===== src/rtl/prio_grant_encoder.sv =====
// prio_grant_encoder: registered priority / round-robin request encoder.
// A request vector is turned into a binary index and a one-hot grant. Once
// issued, the grant is frozen until the consumer acks it. An ack can be
// followed on the same edge by the next grant, so there is no idle cycle
// between grants.
//
// state | meaning
// ------+---------------------------------------------------------------
// IDLE  | no grant outstanding; valid=0, enc_out=0, grant=0
// GRANT | grant issued and frozen until ack; valid=1
module prio_grant_encoder #(
   parameter int OUT_SIZE = 4,
   parameter int IN_SIZE  = 1 << OUT_SIZE
) (
   input  logic                clk,
   input  logic                rst_n,
   input  logic                enable,
   input  logic                mode,
   input  logic [IN_SIZE-1:0]  in,
   input  logic                ack,
   output logic [OUT_SIZE-1:0] enc_out,
   output logic [IN_SIZE-1:0]  grant,
   output logic                valid
);

   typedef enum logic [0:0] {
      IDLE  = 1'b0,
      GRANT = 1'b1
   } state_t;

   localparam logic [OUT_SIZE-1:0] LAST_IDX = OUT_SIZE'(IN_SIZE - 1);

   state_t              state, state_nxt;
   logic [OUT_SIZE-1:0] ptr, ptr_nxt;
   logic [OUT_SIZE-1:0] enc_nxt;
   logic [IN_SIZE-1:0]  grant_nxt;
   logic [OUT_SIZE-1:0] win;
   logic                found;
   logic                decide;

   // State, pointer and output registers. Outputs are registered so there is
   // no combinational path from the inputs.
   always_ff @(posedge clk or negedge rst_n) begin
      if (!rst_n) begin
         state   <= IDLE;
         ptr     <= '0;
         enc_out <= '0;
         grant   <= '0;
      end else begin
         state   <= state_nxt;
         ptr     <= ptr_nxt;
         enc_out <= enc_nxt;
         grant   <= grant_nxt;
      end
   end

   assign valid = (state == GRANT);

   // Next state, pointer advance and winner selection. The pointer is updated
   // before the winner search so a back-to-back grant sees the new pointer.
   always_comb begin
      state_nxt = state;
      ptr_nxt   = ptr;
      enc_nxt   = enc_out;
      grant_nxt = grant;
      decide    = 1'b0;
      win       = '0;
      found     = 1'b0;

      case (state)
         IDLE: begin
            decide = enable && (|in);
         end
         GRANT: begin
            if (ack) begin
               if (mode) begin
                  ptr_nxt = (enc_out == LAST_IDX) ? '0 : enc_out + OUT_SIZE'(1);
               end
               decide = enable && (|in);
               if (!decide) begin
                  state_nxt = IDLE;
                  enc_nxt   = '0;
                  grant_nxt = '0;
               end
            end
         end
         default: begin
            state_nxt = IDLE;
            enc_nxt   = '0;
            grant_nxt = '0;
         end
      endcase

      // Fixed mode treats the pointer as 0; round-robin searches at/above ptr
      // first, then wraps to the lowest set index.
      for (int i = 0; i < IN_SIZE; i++) begin
         if (!found && in[i] && (!mode || (OUT_SIZE'(i) >= ptr_nxt))) begin
            win   = OUT_SIZE'(i);
            found = 1'b1;
         end
      end
      for (int i = 0; i < IN_SIZE; i++) begin
         if (!found && in[i]) begin
            win   = OUT_SIZE'(i);
            found = 1'b1;
         end
      end

      if (decide) begin
         state_nxt = GRANT;
         enc_nxt   = win;
         grant_nxt = IN_SIZE'(1) << win;
      end
   end

endmodule


===== config.mk =====
export PLATFORM = sky130hd
export DESIGN_NAME = prio_grant_encoder
export DESIGN_NICKNAME = d
export VERILOG_FILES = /design/src/rtl/prio_grant_encoder.sv
export SDC_FILE = /design/constraint.sdc
export NUM_CORES = 1
export LEC_CHECK = 0
export ABC_AREA = 1
export CAP_MARGIN = 20
export CELL_PAD_IN_SITES_DETAIL_PLACEMENT = 0
export CELL_PAD_IN_SITES_GLOBAL_PLACEMENT = 2
export CORE_MARGIN = 4
export CORE_UTILIZATION = 30
export DETAILED_ROUTE_END_ITERATION = 7
export GPL_TIMING_DRIVEN = 1
export PLACE_DENSITY = 0.91
export RECOVER_POWER = 50
export SLEW_MARGIN = 10
export SYNTH_ARGS = -nofsm -noshare
export SYNTH_HDL_FRONTEND = slang
export SYNTH_SLANG_ARGS = --single-unit

===== constraint.sdc =====
create_clock -name clk -period 7.6 [get_ports clk]
set_input_delay 1.52 -clock clk [delete_from_list [all_inputs] [get_ports clk]]
set_output_delay 1.52 -clock clk [all_outputs]
set_load 0.05 [all_outputs]

==> Word-level counts from Yosys, hierarchy flattened <==
Cells that the tools add are included.
W data, S select, Z words.
{ "classes": {"addsub": 1, "eq_ne": 2, "bitwise_logic": 1, "magnitude_cmp": 16, "n_shift": 1, "n_reduce_logical": 100, "muxes": 80} }
{ "ops": {"columns": ["op", "n"], "rows": [
  ["$mux W4", 38],
  ["$mux W16", 4],
  ["$logic_and A1 B1 Y1", 48],
  ["$mux W1", 37],
  ["$ge A4 B4 Y1 const A", 8],
  ["$logic_not A1 Y1", 32],
  ["$ge A3 B4 Y1 const A", 4],
  ["$logic_or A1 B1 Y1", 16],
  ["$reduce_or A16 Y1", 1],
  ["$shl A1 B4 Y16 const A", 1],
  ["$ge A1 B4 Y1 const A", 2],
  ["$ge A2 B4 Y1 const A", 2],
  ["$add A4 B1 Y4 const B", 1],
  ["$eq A4 B4 Y1 const B", 1],
  ["$reduce_bool A2 Y1", 2],
  ["$reduce_and A3 Y1", 1],
  ["$ne A2 B2 Y1 const B", 1],
  ["$pmux W1 S2", 1],
  ["$not A1 Y1", 1]
]} }
{ "totals": {"in_bits": 21, "word_cells": 205, "output_inout_bits": 21, "register_bits": 25} }

==> Longest topological paths before layout <==
Gate-level depths: netlist of run 1.
{ "logic_depth": {"ltp_word": 119, "ltp_mapped": 27, "mapped_depth_nobuf": 27} }

==> Worst setup path after synthesis of run 1 <==
OpenSTA, ideal clock, no wires.
{ "synth_timing": {"kind": "in2reg", "startpoint": "in ack", "endpoint": "reg grant[11]", "path_buffers": 0, "slack_ns": 3.572, "cell_stages": 21, "arrival_time_ns": 3.910, "t_required_ns": 7.482, "setup_ns": 0.118, "cell_sequence": "nand2_1 nor2_4 nand2_2 o21ai_4 nand2_2 nand3_1 nand2_2 nor2_2 nand4_2 nor2_4 nand4_4 nor2_4 nand4_4 nor2_4 nand4_4 nor3_2 o31ai_1 nand2_1 nor2_2 nand2_1 nand2_1"} }
{ "synth_via": {"elab_chain_cells": 116, "word_cells_on_any_way": 182, "cone_classes": "16 x order compare; 1 x eq/ne; 1 x shift; 67 x mux; 97 x reduce/logical"} }
{ "synth_rtl": {"columns": ["element", "line", "rtl"], "rows": [
  ["from (decl)", "20", "input logic ack,"],
  ["$mux W4 (*)", "75", "if (ack) begin"],
  ["$mux W4 (*)", "70", "case (state)"],
  ["via ptr_nxt[3]", "34", "logic [OUT_SIZE-1:0] ptr, ptr_nxt;"],
  ["$ge A1 B4 Y1", "97", "if (!found && in[i] && (!mode || (OUT_SIZE'(i) >= ptr_nxt))) begin"],
  ["$logic_or A1 B1 Y1", "97", null],
  ["$logic_and A1 B1 Y1", "97", null],
  ["$mux W1", "97", null],
  ["$logic_not A1 Y1", "97", null],
  ["[... 101 more ...]", null, null],
  ["$logic_not A1 Y1", "103", "if (!found && in[i]) begin"],
  ["$logic_and A1 B1 Y1", "103", null],
  ["$mux W1", "103", null],
  ["$logic_not A1 Y1", "103", null],
  ["$logic_and A1 B1 Y1", "103", null],
  ["$mux W4 (*)", "103", null],
  ["$shl A1 B4 Y16 (*)", "112", "grant_nxt = IN_SIZE'(1) << win;"],
  ["$mux W16 (*)", "109", "if (decide) begin"],
  ["to (signal assigned)", "53", "grant <= grant_nxt;"],
  ["to (decl)", "22", "output logic [IN_SIZE-1:0] grant,"]
]} }
Mark *: on every way through the listed nets, which the timed path passes. The rest lies on a longest branch.
A chain may end at the register's enable or synchronous reset.

==> Final worst setup path of run 1 <==
{ "layout_timing": {"startpoint": "in mode", "endpoint": "reg grant[11]"} }
{ "layout_via": {"elab_chain_cells": 117, "word_cells_on_any_way": 178, "cone_classes": "16 x order compare; 1 x shift; 66 x mux; 95 x reduce/logical"} }
{ "layout_rtl": {"columns": ["element", "line", "rtl"], "rows": [
  ["from (decl)", "18", "input logic mode,"],
  ["$mux W4 (*)", "76", "if (mode) begin"],
  ["$mux W4 (*)", "75", null],
  ["$mux W4 (*)", "70", null],
  ["via ptr_nxt[0]", "34", null],
  ["$ge A1 B4 Y1", "97", null],
  ["$logic_or A1 B1 Y1", "97", null],
  ["$logic_and A1 B1 Y1", "97", null],
  ["$mux W1", "97", null],
  ["[... 102 more ...]", null, null],
  ["$logic_not A1 Y1", "103", null],
  ["$logic_and A1 B1 Y1", "103", null],
  ["$mux W1", "103", null],
  ["$logic_not A1 Y1", "103", null],
  ["$logic_and A1 B1 Y1", "103", null],
  ["$mux W4 (*)", "103", null],
  ["$shl A1 B4 Y16 (*)", "112", null],
  ["$mux W16 (*)", "109", null]
]} }
Marks and branches as above.

==> impl_summary.md, run 1 <==
Setup path
The peak fanout along the critical path is 6. The kind of end point of the critical path is a flip-flop. For the worst setup path, the data arrival time is about 5.2 ns. The required time of the worst setup path is 7.77 ns. The nature of the critical path startpoint is a primary input. The worst setup path category is primary input to flip-flop. The number of cells on the worst reg-to-reg path is 23.

Yosys
By count the netlist is led by sky130_fd_sc_hd__nand2_1 (82), sky130_fd_sc_hd__inv_1 (38), sky130_fd_sc_hd__nand3_1 (36). By area the synthesized netlist is led by sky130_fd_sc_hd__dfrtp_1 (32%), sky130_fd_sc_hd__nand2_1 (16%), sky130_fd_sc_hd__nand3_1 (9.3%). After synthesis, the share of cell area in mux cells is 0.

The synthesized area per cell is 6.79 sq um. The post-synthesis instance area is 1940 sq um. The number of register bits inferred by synthesis is 25. Yosys instantiated no cell more often than sky130_fd_sc_hd__nand2_1.

Of the total synthesized cell area, the portion taken by XOR and XNOR cells is 0. Of the total synthesized cell area, the portion taken by full adders, half adders and majority gates is 0.00646. By area, the combinational part of the netlist is dominated by simple AND/OR/NAND/NOR gates. Among all flip-flop cells after synthesis, the most frequent one is sky130_fd_sc_hd__dfrtp_1. The share of the Yosys chip area taken by registers is 0.323. Synthesis produced 285 cells. The biggest area contributor in the post-synthesis netlist is sky130_fd_sc_hd__dfrtp_1. The share of synthesized flip-flops with an asynchronous set or reset is 1.00. The number of distinct standard cells referenced by the synthesized netlist is 34. Counting every net in the synthesized netlist gives 307. The share of the synthesized area in compound gates (AO/OA/AOI/OAI) is 0.0970. The top cell type's share of synthesized area is 0.323. The count of synthesis-stage warnings from yosys is 0.

Of the total synthesized cell area, the portion taken by AND, OR, NAND and NOR gates is 0.486. Yosys mapped a number of flops with a built-in enable equal to 0.

Place
The number of input and output port buffers inserted is a little over 40. The final weighted congestion in routability-driven placement is ~0.84. The worst setup timing slack at the placement stage is 2.47 ns. After legalization and detailed placement, the total HPWL measured 4340 um.

STA
Setup violations remaining at the end of the flow were counted as 0. The accumulated negative setup slack is 0 ns. The highest clock frequency the design can meet is approximately 0.20 GHz. The number of max-slew violations in the final report is 0. Setup repair after global routing left no endpoint under its margin. In the finished design, the share of the clock period the worst path needs comes to 0.667. The final critical-path required period is around 5.1 ns.

The post-route worst setup slack is 2.53 ns. The number of endpoints with negative hold slack in the final report is 0. The headroom to the max-slew limit is 0.366.

The transition at the pin with the smallest max-transition slack is 0.950 ns. The final worst clock skew is 0.00267 ns.

Clock network
The maximum root-to-sink buffer count is 2. The clock-pin slew on the worst setup and hold paths is 0.09 ns. The number of gates resized after CTS is 0.

TritonCTS built the clock tree. The number of buffers created by CTS is 3. CTS placed an instance of sky130_fd_sc_hd__clkbuf_8 at the clock tree root. The tree built by TritonCTS fans out to 25 sinks. The number of hold buffers added after cts is 0. After clock tree synthesis, the setup repair step added 0 buffers. The later pin in the worst-skew pair is clocked with a latency of 0.27 ns. CTS built an H-tree with a depth of 1.

Worst hold path
In this run the worst hold path is classified as flip-flop to flip-flop. Counting instances, the worst hold path has a depth of 2.

Floorplanning
The floorplan row count is 29. The full die area is 7800 sq um. The initial utilization of the core area, before any placement, comes to 0.307. In this run the count of I/O pins placed on the die edge is 42. Measured along the x axis, the die boundary spans 88.3 um.

The floorplan step defined a core boundary enclosing 6310 sq um. The die height is 88.3 um.

Drt
For this run, design rule violations remaining after detail routing come to 0. Wires add up to 5210 um. The remaining number of nets flagged by the antenna check after routing is 0.

The first-pass iteration count of the detailed router is 4. The violation count after the first detailed-route iteration is 91. After detailed routing, the number of vias per cell comes to approximately 4.8. In the final routed layout, each cell accounts on average for 12.8 um. The detailed-route via count is 1929.

Final layout
At the end of the flow the core is filled with cells to 0.392. For this run, the post-layout net count is 352. The share of layout cells above drive strength 1 is 0.103. The area growth from synthesis to layout is 28.0%. The number of antenna diodes in the final layout is 0.

Global route
The first-pass GRT wire length is 8820 um. The initial antenna violation count is 0. For this run the aggregate overflow at the end of global routing stands at 0.

The largest net degree at the start of global routing is 19. The number of global-route vias before repair is between 1.5k and 2k. The all-layer global routing usage is 0.142.

Pwr
The clock network power share is 0.200. Summed over all cells, the static leakage comes to 1.23 nW. Of the total power, registers draw 0.383. The combinational share of power is 0.416. The maximum ir drop on the vdd rail is 0.0000897 V. The internal power contribution is 0.235 mW. In this run the power density over the cells is 162 nW/um^2. The switching part of the total is 0.416. The net switching power figure is 0.167 mW.

Outcome
The flow ran to the end, and the final reports show no timing, DRC or antenna violations.

Run
The max-capacitance violation count is 0.
-- cell usage in the layout, fill, tap and decap left out, drive strengths merged, types with 4 or more instances in the layout --
cell type and count:
inv 41, dlygate4sd3 8, clkdlybuf4s50 33, nor2 43, dfrtp 25, o21ai 12, nand4 9, nor3 6
nand3 38, nand2 88, clkbuf 4
-- power by group through the flow --
stage	registers, mW	logic (mW)	clock network (mW)
final	0.154	0.167	0.0806
after global routing	0.156	0.185	0.0882
after CTS	0.154	0.171	0.0838
after detailed placement	0.157	0.171	0
after global placement	0.157	0.172	0
after floorplan	0.185	0.0835	0
-- area by class of cell --
| cell class | instances | area (sq um) |
|---|---|---|
| Clock buffer | 3 | 41.3 |
| Clock inverter | 1 | 7.51 |
| Fill cell | 682 | 3840 |
| Inverter | 43 | 161 |
| Multi-Input combinational cell | 215 | 1130 |
| Sequential cell | 25 | 626 |
| Tap cell | 77 | 96.3 |
| Timing Repair Buffer | 42 | 414 |
-- worst max-delay path, cell delays in order --
cell	delay [ns]
sky130_fd_sc_hd__dlygate4sd3_1	0.67
sky130_fd_sc_hd__inv_1	0.11
sky130_fd_sc_hd__nor2_1	0.24
sky130_fd_sc_hd__nand3_1	0.15
sky130_fd_sc_hd__nand2_1	0.18
sky130_fd_sc_hd__nand2_1	0.07
sky130_fd_sc_hd__nand2_1	0.11
sky130_fd_sc_hd__nand2_1	0.06
sky130_fd_sc_hd__nand3_1	0.10
sky130_fd_sc_hd__nand2_2	0.07
sky130_fd_sc_hd__nor2_2	0.14
sky130_fd_sc_hd__nand4_2	0.14
sky130_fd_sc_hd__nor2_4	0.16
sky130_fd_sc_hd__nand4_4	0.12
sky130_fd_sc_hd__nor2_4	0.18
sky130_fd_sc_hd__nand4_4	0.12
sky130_fd_sc_hd__nor2_4	0.20
sky130_fd_sc_hd__nand4_4	0.13
sky130_fd_sc_hd__nor3_2	0.16
sky130_fd_sc_hd__o31ai_1	0.16
sky130_fd_sc_hd__nand2_1	0.25
sky130_fd_sc_hd__nor2_2	0.09
sky130_fd_sc_hd__nand2_1	0.07
sky130_fd_sc_hd__nand2_1	0.05
-- per-layer routing --
metal | vias to the layer above | wire length (um) | GRT usage
li1 | 1016 | - | -
met1 | 867 | 2510 | 0.194
met2 | 40 | 2450 | 0.237
met3 | 6 | 174 | 0.0158
met4 | 0 | 74 | 0.0357
met5 | - | 0 | 0
-- through the flow --
step                      hold WS (ns)  instance area [sq um]  instances  power, mW
after floorplan                  0.469                   1940        285      0.269
after global placement           0.462                   2430        401      0.328
after detailed placement         0.466                   2450        402      0.328
after CTS                        0.491                   2500        406      0.410
after global routing             0.504                   2480        406      0.429
final                            0.478                   2480        406      0.402
-- registers in the layout (all words and copies together) (netlist names) --
| register | cells |
|---|---|
| ptr | 4 |
| grant | 16 |
| valid | 1 |
| enc_out | 4 |
-- cells by family (layout without fill, tap and decap cells) --
family / count (synthesis) / count (layout)
AOI/OAI and AO/OA: 26 / 26
adders and majority gates: 1 / 1
DFF: 25 / 25
buffers and inverters: 45 / 89
and+or+nand+nor: 188 / 188
-- final timing paths --
path / start / to / slack (ns)
setup / recovery: mode / grant[11] / 2.53
hold / removal: grant[0] / grant[0] / 0.48
setup reg to reg: enc_out[0] / grant[11] / 4.02
hold reg to reg: grant[0] / grant[0] / 0.48
max in group asynchronous: rst_n / grant[7] / 4.82
min in group asynchronous: rst_n / ptr[1] / 1.60
(Power assumes the default switching activity.)
==> run 2: changes to the inputs <==
CORE_UTILIZATION = 27   (was 30)
PLACE_DENSITY = 0.84   (was 0.91)
clock period = 5.25 ns   (was 7.6 ns; I/O delays follow)
==> impl_summary.md, run 2 (synthesized netlist as in run 1, its figures left out) <==
Outcome
The flow ran to the end, and the final reports show no timing, DRC or antenna violations.

Place
The placed wire-length estimate is 4530 um. The congestion estimate from routability-driven global placement came to 0.839. During placement, the flow inserted port buffers numbering 41. The number of placed instances, taps included, is 421. The worst setup timing slack at the placement stage is just under 0.6 ns.

Clock network
In this run the post-CTS setup repair buffer count came out at 0. The number of gates resized after CTS is 0. In this run, CTS created clock tree buffers numbering 3. The total number of clock tree sinks is 25. TritonCTS built the clock tree. The clock-pin slew on the worst setup and hold paths is 0.09 ns.

The clock root buffer master is sky130_fd_sc_hd__clkbuf_8. The number of hold buffers added after cts is 0. The maximum root-to-sink buffer count is 2. CTS built an H-tree with a depth of 1. The later pin in the worst-skew pair is clocked with a latency of 0.27 ns.

Setup path
The signal on the critical path passes through dlygate4sd3_1 -> inv_2 -> nor2_4 -> nand3_1 -> nand2_1 -> nand2_1 -> nand2_1 -> nand2_1 -> nand3_1 -> nand2_2 -> nor2_2 -> nand4_2 -> nor2_4 -> nand4_4 -> nor2_4 -> nand4_4 -> nor2_4 -> nand4_4 -> nor3_2 -> o31ai_1 -> nand2_1 -> nor2_2 -> nand2_1 -> nand2_1. The nature of the critical path startpoint is a primary input. In this run the worst path has a maximum fanout of 6. The cell repeated most along the worst path is sky130_fd_sc_hd__nand2_1. The worst setup path is captured at a flip-flop. At the worst endpoint, the required time is 5.42 ns.

On the critical path, the stage with the largest delay is an instance of sky130_fd_sc_hd__dlygate4sd3_1. By startpoint and endpoint, the worst setup path is classified as primary input to flip-flop. The launching point of the worst reg2reg path is enc_out[1]. The worst stage delay on the critical path is 0.68 ns. The data arrival time at the worst-slack endpoint is 4.66 ns. The critical path contains buffers and inverters numbering 2 combined.

The worst setup path startpoint is mode. The family of cells with the greatest summed delay on the critical path is simple AND/OR/NAND/NOR gates.

Final layout
Leaving out fill and tap cells, the most frequent cell in the layout is sky130_fd_sc_hd__nand2_1. The largest registers in the layout are grant: 16 flops, enc_out: 4 flops, ptr: 4 flops. In the final layout, the share of cells above drive strength 1 is 0.109. The area growth from synthesis to layout is 29.6%. The antenna diode count is 0. The number of flip-flops in the largest register is 16. Leaving out filler cells and counting taps, the final layout contains roughly 430. The utilization after layout is 0.365.

The area used by multi-input combinational logic is 1140 sq um. At the end of the flow, the number of nets in the layout was 352. Summing all flip-flop and latch instances after layout gives 626 sq um. In the layout the commonest cells are sky130_fd_sc_hd__nand2_1 (83), sky130_fd_sc_hd__inv_1 (38), sky130_fd_sc_hd__nand3_1 (36), sky130_fd_sc_hd__clkdlybuf4s50_1 (33), sky130_fd_sc_hd__nor2_1 (31). Counting the fill cells in the layout gives 753. The largest register by flop count is grant.

Worst hold path
The startpoint identified for the worst hold timing path is grant[0]. The classification of the worst-slack hold path is flip-flop to flip-flop.

Drt
Across all layers, the routed design uses 1957 vias. The average routed wire per standard cell is 12.8 um. The count of unresolved DRC violations after routing is 0. The first-pass iteration count of the detailed router is 4. After detailed routing, the total wire length is around 5400 um.

In the routed layout, each cell is associated on average with a via count of 4.60. The remaining number of nets flagged by the antenna check after routing is 0. The violation count after the first detailed-route iteration is 54.

Run
The max-capacitance violation count is 0.

Floorplanning
The floorplan step defined a die boundary enclosing 8590 sq um. For this configuration, the core starts out at a cell density of 0.282. The die height is 92.7 um. The floorplan core area is about 7000 sq um.

The die is 92.7 um wide. After floorplanning, the core was divided into 30 placement rows. 42 I/O pins were placed.

STA
Timing would allow up to ~0.22 GHz. The final critical-path required period is 4.49 ns. The number of max-slew violations in the final report is 0. The clock arrives with 0.00865 ns of skew. Summed over all failing endpoints, the final setup total negative slack is 0 ns. Setup repair after global routing left no endpoint under its margin.

Dividing the final minimum period by the clock period gives 0.855. The transition at the pin with the smallest max-transition slack is 1.33 ns. The number of endpoints with negative hold slack in the final report was 0. Setup violations remaining at the end of the flow were counted as 0. The headroom to the max-slew limit is 0.113. The post-route worst setup slack is 0.759 ns.

Pwr
The total power density per cell area is 232 nW/um^2. IR analysis of the VDD net gives a maximum drop of 0.0000745 V. The total power is 0.582 mW. The analysis attributes to cell leakage a power of between 1 and 1.5 nW.

Global route
The global-route congestion overflow total is 0. The number of global-route vias before repair is 1940. For this run, the total global-route usage over all layers was measured as 0.134. The first-pass GRT wire length is 9290 um.

Entering global routing, the biggest net connects 26 pins. The initial antenna violation count came to 0.
run 2: cell counts in the layout (fill, tap and decap cells not counted):
No cell type changed its count.
run 2: worst min-delay path, delay by kind of cell (launching register included):
family / cells / cell delay, ns
flops: 1 / 0.35
simple gates: 2 / 0.10
run 2: power by group:
| group | leakage [nW] | total (mW) | internal, mW | switching (mW) |
|---|---|---|---|---|
| Clock | 0.0217 | 0.115 | 0.0538 | 0.0615 |
| Combinational | 0.869 | 0.243 | 0.0759 | 0.167 |
| Sequential | 0.336 | 0.223 | 0.211 | 0.0124 |
run 2: layer usage:
layer | global-route usage | share of wire | vias to the layer above
li1 | - | - | 1017
met1 | 0.175 | 0.47 | 894
met2 | 0.223 | 0.48 | 38
met3 | 0.0171 | 0.031 | 8
met4 | 0.0513 | 0.022 | 0
met5 | 0 | 0 | -
run 2: area by class of cell:
cell class,instances,area share
inverter,43,0.0643
multi-input combinational,215,0.454
sequential,25,0.249
timing repair buffer,42,0.165
clock inverter,1,0.00299
tap,96,0.0479
clock buffer,3,0.0165
run 2: worst paths after layout:
path / endpoint / slack (ns) / cells after the start
min in group asynchronous: grant[9] / 1.59 / 2
hold reg to reg: grant[0] / 0.48 / 2
max in group asynchronous: valid / 2.87 / 2
hold / removal: grant[0] / 0.48 / 2
setup reg to reg: grant[3] / 1.65 / 23
setup / recovery: grant[3] / 0.76 / 24
run 2: stage by stage:
stage | area [sq um] | hold WS (ns)
after floorplan | 1940 | 0.469
after global placement | 2470 | 0.464
after detailed placement | 2470 | 0.466
after CTS | 2510 | 0.492
after global routing | 2510 | 0.498
final | 2510 | 0.480
